==> src/rtl/crypt_decoder_if.sv <==
// -----------------------------------------------------------------------------
// crypt_decoder_if
// Data-memory bus between the decryption stage and the shared byte memory.
//   mem_addr   : byte address driven by the decoder
//   mem_rd_en  : read request; mem_rdata returns on the following cycle
//   mem_rdata  : read data returned by the memory
//   mem_wr_en  : single-cycle write strobe
//   mem_wdata  : write data
// The master modport is the decoder side, slave is the memory side.
// -----------------------------------------------------------------------------
interface crypt_decoder_if;
    logic [7:0] mem_addr;
    logic       mem_rd_en;
    logic [7:0] mem_rdata;
    logic       mem_wr_en;
    logic [7:0] mem_wdata;

    modport master (
        output mem_addr,
        output mem_rd_en,
        output mem_wr_en,
        output mem_wdata,
        input  mem_rdata
    );

    modport slave (
        input  mem_addr,
        input  mem_rd_en,
        input  mem_wr_en,
        input  mem_wdata,
        output mem_rdata
    );
endinterface

==> src/rtl/crypt_decoder.sv <==
// -----------------------------------------------------------------------------
// crypt_decoder
// Recovers the LFSR tap pattern and seed of a parity-tagged ciphertext stored
// at addresses 64..127 from its known space preamble, decrypts all 64 bytes and
// writes the message with the leading spaces removed to addresses 0..63, then
// back-fills the tail with spaces.
// Ports:
//   clk            : system clock, rising edge
//   rst            : asynchronous active-high reset, returns to IDLE
//   start          : run launches on its falling edge while in IDLE or DONE
//   mem            : data-memory bus (crypt_decoder_if.master)
//   ack            : high while in DONE
//   pt_found       : index 0..8 of the recovered tap pattern
//   no_match       : no tap pattern reproduces the preamble
//   parity_err_cnt : ciphertext bytes whose bit 7 differs from ^bits[6:0]
// -----------------------------------------------------------------------------
module crypt_decoder (
    input  logic            clk,
    input  logic            rst,
    input  logic            start,
    crypt_decoder_if.master mem,
    output logic            ack,
    output logic [3:0]      pt_found,
    output logic            no_match,
    output logic [6:0]      parity_err_cnt
);

    localparam logic [7:0] MSG_BASE   = 8'd0;
    localparam logic [7:0] CRYPT_BASE = 8'd64;
    localparam logic [6:0] SPACE7     = 7'h20;
    localparam logic [7:0] SPACE8     = 8'h20;

    localparam logic [2:0] ST_IDLE   = 3'd0;
    localparam logic [2:0] ST_LOAD   = 3'd1;
    localparam logic [2:0] ST_SEARCH = 3'd2;
    localparam logic [2:0] ST_DECODE = 3'd3;
    localparam logic [2:0] ST_PAD    = 3'd4;
    localparam logic [2:0] ST_DONE   = 3'd5;

    // Candidate tap patterns, searched in index order.
    function automatic logic [6:0] tap_of(input logic [3:0] idx);
        case (idx)
            4'd0:    tap_of = 7'h60;
            4'd1:    tap_of = 7'h48;
            4'd2:    tap_of = 7'h78;
            4'd3:    tap_of = 7'h72;
            4'd4:    tap_of = 7'h6A;
            4'd5:    tap_of = 7'h69;
            4'd6:    tap_of = 7'h5C;
            4'd7:    tap_of = 7'h7E;
            4'd8:    tap_of = 7'h7B;
            default: tap_of = 7'h00;
        endcase
    endfunction

    function automatic logic [6:0] lfsr_step(input logic [6:0] s, input logic [6:0] taps);
        lfsr_step = {s[5:0], ^(s & taps)};
    endfunction

    // High when the tag bit disagrees with the XOR of the payload bits.
    function automatic logic parity_bad(input logic [7:0] b);
        parity_bad = b[7] ^ (^b[6:0]);
    endfunction

    // A candidate fits when stepping from k[0] reproduces k[1..9] in order.
    function automatic logic cand_match(input logic [6:0] taps, input logic [9:0][6:0] k);
        logic [6:0] st;
        logic       ok;
        st = k[0];
        ok = 1'b1;
        for (int j = 1; j < 10; j++) begin
            st = lfsr_step(st, taps);
            ok = ok & (st == k[j]);
        end
        cand_match = ok;
    endfunction

    logic [2:0]       state_r;
    logic [6:0]       cnt_r;
    logic             phase_r;       // DECODE: 0 = read cycle, 1 = process cycle
    logic [9:0][6:0]  key_r;         // key_r[j] = preamble ciphertext j ^ space
    logic [6:0]       lfsr_r;
    logic             found_r;
    logic             skip_r;
    logic [6:0]       skip_cnt_r;
    logic             start_d_r;
    logic             ack_r;
    logic [3:0]       pt_found_r;
    logic             no_match_r;
    logic [6:0]       perr_r;
    logic [7:0]       mem_addr_r;
    logic             mem_rd_en_r;
    logic             pad_wr_r;

    logic             launch_s;
    logic             cand_hit_s;
    logic [7:0]       plain_s;
    logic             is_space_s;
    logic             dec_wr_s;
    logic [6:0]       skip_next_s;
    logic [7:0]       wdata_s;

    // Launch decode, candidate evaluation and DECODE process-cycle write decision.
    // The write in a process cycle depends on the byte returned in that same
    // cycle, so strobe and data come straight from mem_rdata; the address was
    // registered one cycle earlier.
    always_comb begin
        launch_s    = start_d_r & ~start & ((state_r == ST_IDLE) | (state_r == ST_DONE));
        cand_hit_s  = cand_match(tap_of(cnt_r[3:0]), key_r);
        plain_s     = {1'b0, mem.mem_rdata[6:0] ^ lfsr_r};
        is_space_s  = (plain_s[6:0] == SPACE7);
        dec_wr_s    = (state_r == ST_DECODE) & phase_r & (~skip_r | ~is_space_s);
        skip_next_s = skip_cnt_r + {6'd0, skip_r & is_space_s};
        if (dec_wr_s) begin
            wdata_s = plain_s;
        end else if (pad_wr_r) begin
            wdata_s = SPACE8;
        end else begin
            wdata_s = 8'd0;
        end
    end

    assign mem.mem_addr  = mem_addr_r;
    assign mem.mem_rd_en = mem_rd_en_r;
    assign mem.mem_wr_en = dec_wr_s | pad_wr_r;
    assign mem.mem_wdata = wdata_s;

    assign ack            = ack_r;
    assign pt_found       = pt_found_r;
    assign no_match       = no_match_r;
    assign parity_err_cnt = perr_r;

    // Main sequencer: LOAD, SEARCH, DECODE, PAD and the registered bus controls.
    always_ff @(posedge clk or posedge rst) begin
        if (rst) begin
            state_r     <= ST_IDLE;
            cnt_r       <= 7'd0;
            phase_r     <= 1'b0;
            key_r       <= '0;
            lfsr_r      <= 7'd0;
            found_r     <= 1'b0;
            skip_r      <= 1'b0;
            skip_cnt_r  <= 7'd0;
            start_d_r   <= 1'b0;
            ack_r       <= 1'b0;
            pt_found_r  <= 4'd0;
            no_match_r  <= 1'b0;
            perr_r      <= 7'd0;
            mem_addr_r  <= 8'd0;
            mem_rd_en_r <= 1'b0;
            pad_wr_r    <= 1'b0;
        end else begin
            start_d_r <= start;
            if (launch_s) begin
                state_r     <= ST_LOAD;
                cnt_r       <= 7'd0;
                phase_r     <= 1'b0;
                found_r     <= 1'b0;
                skip_r      <= 1'b1;
                skip_cnt_r  <= 7'd0;
                ack_r       <= 1'b0;
                pt_found_r  <= 4'd0;
                no_match_r  <= 1'b0;
                perr_r      <= 7'd0;
                mem_addr_r  <= CRYPT_BASE;
                mem_rd_en_r <= 1'b1;
                pad_wr_r    <= 1'b0;
            end else begin
                case (state_r)
                    ST_LOAD: begin
                        // Reads go out on counts 0..9, data lands one count later;
                        // shifting in from the top leaves byte 0 in key_r[0].
                        if (cnt_r != 7'd0) begin
                            key_r <= {mem.mem_rdata[6:0] ^ SPACE7, key_r[9:1]};
                        end
                        if (cnt_r < 7'd9) begin
                            mem_addr_r  <= CRYPT_BASE + {1'b0, cnt_r} + 8'd1;
                            mem_rd_en_r <= 1'b1;
                        end else begin
                            mem_addr_r  <= 8'd0;
                            mem_rd_en_r <= 1'b0;
                        end
                        if (cnt_r == 7'd10) begin
                            state_r <= ST_SEARCH;
                            cnt_r   <= 7'd0;
                        end else begin
                            cnt_r <= cnt_r + 7'd1;
                        end
                    end
                    ST_SEARCH: begin
                        // All nine candidates are visited; only the first hit is kept.
                        if (!found_r && cand_hit_s) begin
                            found_r    <= 1'b1;
                            pt_found_r <= cnt_r[3:0];
                        end
                        if (cnt_r == 7'd8) begin
                            if (found_r || cand_hit_s) begin
                                state_r     <= ST_DECODE;
                                cnt_r       <= 7'd0;
                                phase_r     <= 1'b0;
                                lfsr_r      <= key_r[0];
                                mem_addr_r  <= CRYPT_BASE;
                                mem_rd_en_r <= 1'b1;
                            end else begin
                                state_r    <= ST_DONE;
                                no_match_r <= 1'b1;
                                pt_found_r <= 4'd0;
                                ack_r      <= 1'b1;
                            end
                        end else begin
                            cnt_r <= cnt_r + 7'd1;
                        end
                    end
                    ST_DECODE: begin
                        if (!phase_r) begin
                            // Skip count only moves at process-cycle ends, so the
                            // destination for this byte is already known here.
                            phase_r     <= 1'b1;
                            mem_rd_en_r <= 1'b0;
                            mem_addr_r  <= MSG_BASE + {1'b0, cnt_r} - {1'b0, skip_cnt_r};
                        end else begin
                            lfsr_r     <= lfsr_step(lfsr_r, tap_of(pt_found_r));
                            skip_cnt_r <= skip_next_s;
                            phase_r    <= 1'b0;
                            if (parity_bad(mem.mem_rdata)) begin
                                perr_r <= perr_r + 7'd1;
                            end
                            if (skip_r && !is_space_s) begin
                                skip_r <= 1'b0;
                            end
                            if (cnt_r == 7'd63) begin
                                if (skip_next_s == 7'd0) begin
                                    state_r    <= ST_DONE;
                                    ack_r      <= 1'b1;
                                    mem_addr_r <= 8'd0;
                                end else begin
                                    state_r    <= ST_PAD;
                                    cnt_r      <= 7'd64 - skip_next_s;
                                    mem_addr_r <= MSG_BASE + {1'b0, 7'd64 - skip_next_s};
                                    pad_wr_r   <= 1'b1;
                                end
                            end else begin
                                cnt_r       <= cnt_r + 7'd1;
                                mem_addr_r  <= CRYPT_BASE + {1'b0, cnt_r} + 8'd1;
                                mem_rd_en_r <= 1'b1;
                            end
                        end
                    end
                    ST_PAD: begin
                        // One space per cycle up to the last message address.
                        if (cnt_r == 7'd63) begin
                            state_r    <= ST_DONE;
                            ack_r      <= 1'b1;
                            pad_wr_r   <= 1'b0;
                            mem_addr_r <= 8'd0;
                        end else begin
                            cnt_r      <= cnt_r + 7'd1;
                            mem_addr_r <= mem_addr_r + 8'd1;
                        end
                    end
                    ST_IDLE: begin
                        state_r <= ST_IDLE;
                    end
                    ST_DONE: begin
                        state_r <= ST_DONE;
                    end
                    default: begin
                        state_r <= ST_IDLE;
                    end
                endcase
            end
        end
    end

endmodule

==> src/flat_wrapper.sv <==
// flat-port wrapper written by rule: the top's interface ports become plain ports
module crypt_decoder_flat 
  (clk, rst, start, ack, pt_found, no_match, parity_err_cnt, mem_mem_addr, mem_mem_rd_en, mem_mem_wr_en, mem_mem_wdata, mem_mem_rdata);
  crypt_decoder_if mem_i ();
  input  logic clk;
  input  logic rst;
  input  logic start;
  output logic ack;
  output logic [3:0] pt_found;
  output logic no_match;
  output logic [6:0] parity_err_cnt;
  output wire logic [$bits(mem_i.mem_addr)-1:0] mem_mem_addr;
  output wire logic [$bits(mem_i.mem_rd_en)-1:0] mem_mem_rd_en;
  output wire logic [$bits(mem_i.mem_wr_en)-1:0] mem_mem_wr_en;
  output wire logic [$bits(mem_i.mem_wdata)-1:0] mem_mem_wdata;
  input wire logic [$bits(mem_i.mem_rdata)-1:0] mem_mem_rdata;
  assign mem_mem_addr = mem_i.mem_addr;
  assign mem_mem_rd_en = mem_i.mem_rd_en;
  assign mem_mem_wr_en = mem_i.mem_wr_en;
  assign mem_mem_wdata = mem_i.mem_wdata;
  assign mem_i.mem_rdata = mem_mem_rdata;
  crypt_decoder u_core (.clk(clk), .rst(rst), .start(start), .mem(mem_i), .ack(ack), .pt_found(pt_found), .no_match(no_match), .parity_err_cnt(parity_err_cnt));
endmodule
==> config.mk <==
export PLATFORM = sky130hd
export DESIGN_NAME = crypt_decoder_flat
export DESIGN_NICKNAME = d
export VERILOG_FILES = /design/src/rtl/crypt_decoder_if.sv /design/src/rtl/crypt_decoder.sv /design/src/flat_wrapper.sv
export SDC_FILE = /design/constraint.sdc
export NUM_CORES = 1
export LEC_CHECK = 0
export CORE_MARGIN = 2
export CORE_UTILIZATION = 30
export DETAILED_ROUTE_END_ITERATION = 16
export PLACE_DENSITY = 0.56
export SETUP_SLACK_MARGIN = 0.15
export SYNTH_ARGS = -nofsm -noshare
export SYNTH_HDL_FRONTEND = slang
export SYNTH_SLANG_ARGS = --single-unit
==> constraint.sdc <==
create_clock -name clk -period 13.2 [get_ports clk]
set_clock_uncertainty 0.15 [all_clocks]
set_input_delay 3.3 -clock clk [delete_from_list [all_inputs] [get_ports clk]]
set_output_delay 3.3 -clock clk [all_outputs]
set_load 0.01 [all_outputs]
==> metrics.log <==
INFO  metric number_of_antenna_violations_at_the_first_check_in_global_routing = 1
INFO  metric cts_max_path_buffers = 2
INFO  metric route.detailed.vias_per_inst = 5.36
INFO  metric nNetsFinal = roughly 1000
INFO  metric cell_internal_pwr = 0.000659 W
INFO  metric route.detailed.drc = 0
INFO  metric syn_avg_cell_area = a little over 9 µm²
INFO  metric diodes = 0
INFO  metric syn_nets = slightly below 1000
INFO  metric synth-async-reset-ratio = 100%
INFO  metric worst_skew_pair.late_latency = between 0.4 and 0.5 ns
INFO  metric drv_cap = 0
INFO  metric part_of_the_yosys_area_used_for_sequential_elements = 34.6%
INFO  metric rsz0062_at_grt = false
INFO  metric critPathSlowestCell = sky130_fd_sc_hd__clkdlybuf4s50_1
INFO  metric cts.repair_timing.setup_buffer_count = 0
INFO  metric finalSetupViolCount = 0
INFO  metric whs_path_depth = 2
INFO  metric tritoncts_buffers = 17
INFO  metric route.vias.total = 7310
INFO  metric synth_top_cells_by_area = sky130_fd_sc_hd__dfrtp_1, sky130_fd_sc_hd__mux2_2, sky130_fd_sc_hd__xnor2_1
INFO  metric layout-drive-gt1-share = 15.7%
INFO  metric report.final.hold_viol_count = 0
INFO  metric switchingPower = 0.000251 W
INFO  metric placeableCoreArea = 28700 µm²
INFO  metric clock-sinks = about 120
INFO  metric antenna_left = 0
INFO  metric power.sequential.fraction = 42.6%
INFO  metric start_util = 30.5%
INFO  metric routed_length_per_placed_instance = 17.4 µm
INFO  metric gpl.final_weighted_congestion = around 0.9
INFO  metric cts_tree = yes
INFO  metric power_density = 90.6 nW/µm²
INFO  metric postSynthRegisterBits = 121
INFO  metric p_comb_share = 6.7%
INFO  metric finish.utilization = 35.0%
INFO  metric critical_path_class = input pin to primary output
INFO  metric final.min_clock_period = 8.99 ns
INFO  metric globalRouteOverflowTotal = 0
INFO  metric leakage = 4.25 nW
INFO  metric ctsResizeCount = 0
INFO  metric crit_path_max_fanout = 3
INFO  metric startpoint = mem_mem_rdata[5]
INFO  metric detailed_place_hpwl = 17000 µm
INFO  metric setup_tns = 0 ns
INFO  metric place.port_buffers = 40
INFO  metric synth_top_flop_cell = sky130_fd_sc_hd__dfrtp_1
INFO  metric syn_to_final_growth = 14.8%
INFO  metric max_freq = 111 MHz
INFO  metric crit-reg2reg-launch = u_core.cnt_r[1]
INFO  metric run_status = completed
INFO  metric die-width = 175 µm
INFO  metric hold_path.class = flip-flop to flip-flop
INFO  metric drt-total-wl = between 20000 and 25000 µm
INFO  metric timing.rr.end = u_core.lfsr_r[2]
INFO  metric synthDominantAreaCellType = sky130_fd_sc_hd__dfrtp_1
INFO  metric top_level_ports = 42
INFO  metric yosys_synthesis_warning_count = 0
INFO  metric die_h = 175 µm
INFO  metric power.share.clock = roughly half
INFO  metric crit_arrival = 5.54 ns
INFO  metric ys_types = 91
INFO  metric cts.root.buffer_cell = sky130_fd_sc_hd__clkbuf_16
INFO  metric timing.reg2reg.worst_path_depth = 18
INFO  metric num-fill-cells = between 2000 and 3000
INFO  metric hold_path.startpoint = u_core.skip_cnt_r[6]
INFO  metric synthesized_area = 8750 µm²
INFO  metric reg2reg_slack = 5.82 ns
INFO  metric detail_route.iter0.violations = 544
INFO  metric cts-htree-levels = 4
INFO  metric crit_path_end_kind = primary output
INFO  metric first_global_vias = 7056
INFO  metric final-seq-area = ~3000 µm²
INFO  metric synthCells = 949
INFO  metric post_synth_edffs = 0
INFO  metric grt_start_max_net_pins = 77
INFO  metric cpMostUsedCell = sky130_fd_sc_hd__clkdlybuf4s50_1
INFO  metric start_kind = input pin
INFO  metric grt_first_pass_wirelength = 38800 µm
INFO  metric max_slew.worst_pin.slew = 0.938 ns
INFO  metric worst_hold_path.endpoint = u_core.skip_cnt_r[6]
INFO  metric slew_violations = 0
INFO  metric vdd_drop_max = 0.0677 mV
INFO  metric yosysTopAreaCellShare = 34.6%
INFO  metric path_clk_slew = around 0.06 ns
INFO  metric relSlewSlack = approximately 37%
INFO  metric most_frequently_used_cell_type_in_the_post_synthesis_netlist = sky130_fd_sc_hd__dfrtp_1
INFO  metric path_cells = clkdlybuf4s50_1 -> xnor2_1 -> nand4b_1 -> nor2_1 -> o21bai_1 -> a21boi_0 -> clkdlybuf4s50_1
INFO  metric placementRows = 62
INFO  metric floorplan.die_area = 30500 µm²
INFO  metric max_stage_delay = 0.56 ns
INFO  metric period_share = 68.1%
INFO  metric critPathRequiredTime = 9.75 ns
INFO  metric power.switching_fraction = 27.6%
INFO  metric track_usage = approximately 16%
INFO  metric total_area_of_multi_input_combinational_cells = 5380 µm²
INFO  metric detailedRoute.firstPassIterationCount = 5
INFO  metric ys_top_cells_by_count = sky130_fd_sc_hd__dfrtp_1, sky130_fd_sc_hd__nand2_1, sky130_fd_sc_hd__nor2_1
INFO  metric cts.hold.buffers_added = 0
## how the worst max path moves through the flow
stage	slack, ns	cells past startpoint	endpoint
finish	4.21	7	mem_mem_wdata[5]
global route	3.98	7	mem_mem_wdata[5]
CTS	4.13	7	mem_mem_wdata[5]
detailed placement	4.13	7	mem_mem_wdata[5]
global placement	4.14	7	mem_mem_wdata[5]
floorplan	5.55	5	mem_mem_wdata[5]
## power groups by stage
stage | sequential [W] | clock, W | combinational (W)
final | 0.000388 | 0.000461 | 0.0000607
after detailed placement | 0.000395 | 0 | 0.0000620
after global routing | 0.000389 | 0.000488 | 0.0000695
after global placement | 0.000395 | 0 | 0.0000616
after floorplan | 0.000397 | 0 | 0.0000287
after CTS | 0.000388 | 0.000469 | 0.0000625
## final cells by class
type | instances | share of cell area, %
clock buffer | 17 | 4.24
clock inverter | 15 | 1.42
inverter | 35 | 1.33
multi-input combinational | 744 | 53.6
sequential | 121 | 30.1
tap | 384 | 4.78
timing repair buffer | 47 | 4.51
## cell usage in the layout, fill, tap and decap left out, types with 6 or more instances in the layout
cell type,Yosys,layout
sky130_fd_sc_hd__a21o_1,13,13
sky130_fd_sc_hd__nand4_1,11,11
sky130_fd_sc_hd__o211ai_1,10,10
sky130_fd_sc_hd__mux2i_1,8,8
sky130_fd_sc_hd__mux2_4,11,11
sky130_fd_sc_hd__o21ai_0,59,59
sky130_fd_sc_hd__a211oi_1,6,6
sky130_fd_sc_hd__nand3_1,30,30
sky130_fd_sc_hd__xnor2_1,57,57
sky130_fd_sc_hd__a31oi_1,11,10
sky130_fd_sc_hd__a22oi_1,7,7
sky130_fd_sc_hd__inv_8,0,6
sky130_fd_sc_hd__a31o_2,6,6
sky130_fd_sc_hd__and3_1,20,20
sky130_fd_sc_hd__inv_1,34,33
sky130_fd_sc_hd__nor3_1,29,29
sky130_fd_sc_hd__or4_1,7,7
sky130_fd_sc_hd__buf_4,3,7
sky130_fd_sc_hd__nand2_1,89,89
sky130_fd_sc_hd__dfrtp_1,121,121
sky130_fd_sc_hd__o22ai_1,10,10
sky130_fd_sc_hd__xor2_1,17,17
sky130_fd_sc_hd__ha_1,23,23
sky130_fd_sc_hd__a21oi_1,49,49
sky130_fd_sc_hd__mux2_2,67,67
sky130_fd_sc_hd__clkdlybuf4s50_1,0,40
sky130_fd_sc_hd__and4_1,6,6
sky130_fd_sc_hd__nor4_1,13,13
sky130_fd_sc_hd__clkbuf_16,0,17
sky130_fd_sc_hd__nor2_1,71,71
## registers in the layout, indices dropped and copies added, names as in the netlist
register and cells:
u_core.skip_r 1, u_core.parity_err_cnt 7, u_core.no_match 1, u_core.found_r 1
u_core.skip_cnt_r 7, u_core.phase_r 1, u_core.pt_found 4, u_core.key_r 70
u_core.ack 1, u_core.mem.mem_rd_en 1, u_core.pad_wr_r 1, u_core.state_r 3
u_core.mem.mem_addr 8, u_core.cnt_r 7, u_core.lfsr_r 7, u_core.start_d_r 1
## routing by layer
metal  wire length, µm  track usage, %  part of all wire [%]
met1             11500            22.2                    48
met2             10600            24.3                    44
met3              1140            3.15                   4.8
met4               535            5.66                   2.3
met5                13               0                 0.055
## stage by stage
| stage | instances | total power [W] | instance area (µm²) | hold WS, ns | setup slack (ns) |
|---|---|---|---|---|---|
| floorplan | 949 | 0.000426 | 8750 | 0.300 | 5.55 |
| global placement | 1331 | 0.000456 | 9480 | 0.316 | 4.14 |
| detailed placement | 1331 | 0.000457 | 9480 | 0.331 | 4.13 |
| CTS | 1363 | 0.000920 | 10000 | 0.348 | 4.13 |
| global route | 1363 | 0.000947 | 10000 | 0.394 | 3.98 |
| finish | 1363 | 0.000910 | 10000 | 0.346 | 4.21 |
## critical path: cells and delay by family
kind | cells | cell delay [ns]
and+or+nand+nor | 2 | 0.29
xor gates and xnor gates | 1 | 0.47
buffers and inverters | 2 | 1.05
AOI/OAI and AO/OA | 2 | 0.42
## cells by family (layout without fill, tap and decap cells)
family          Yosys count  after routing  share of synthesized area [%]
fa+ha+maj                24             24                           3.52
simple gates            313            313                           17.7
buf+inv                  84            114                           4.06
compound gates          234            234                           18.6
flops                   121            121                           34.6
mux                      87             87                           11.6
xor+xnor                 85             85                           9.95
other cells               1              1                         0.0429
No activity file was read; power rests on OpenSTA's default activity.
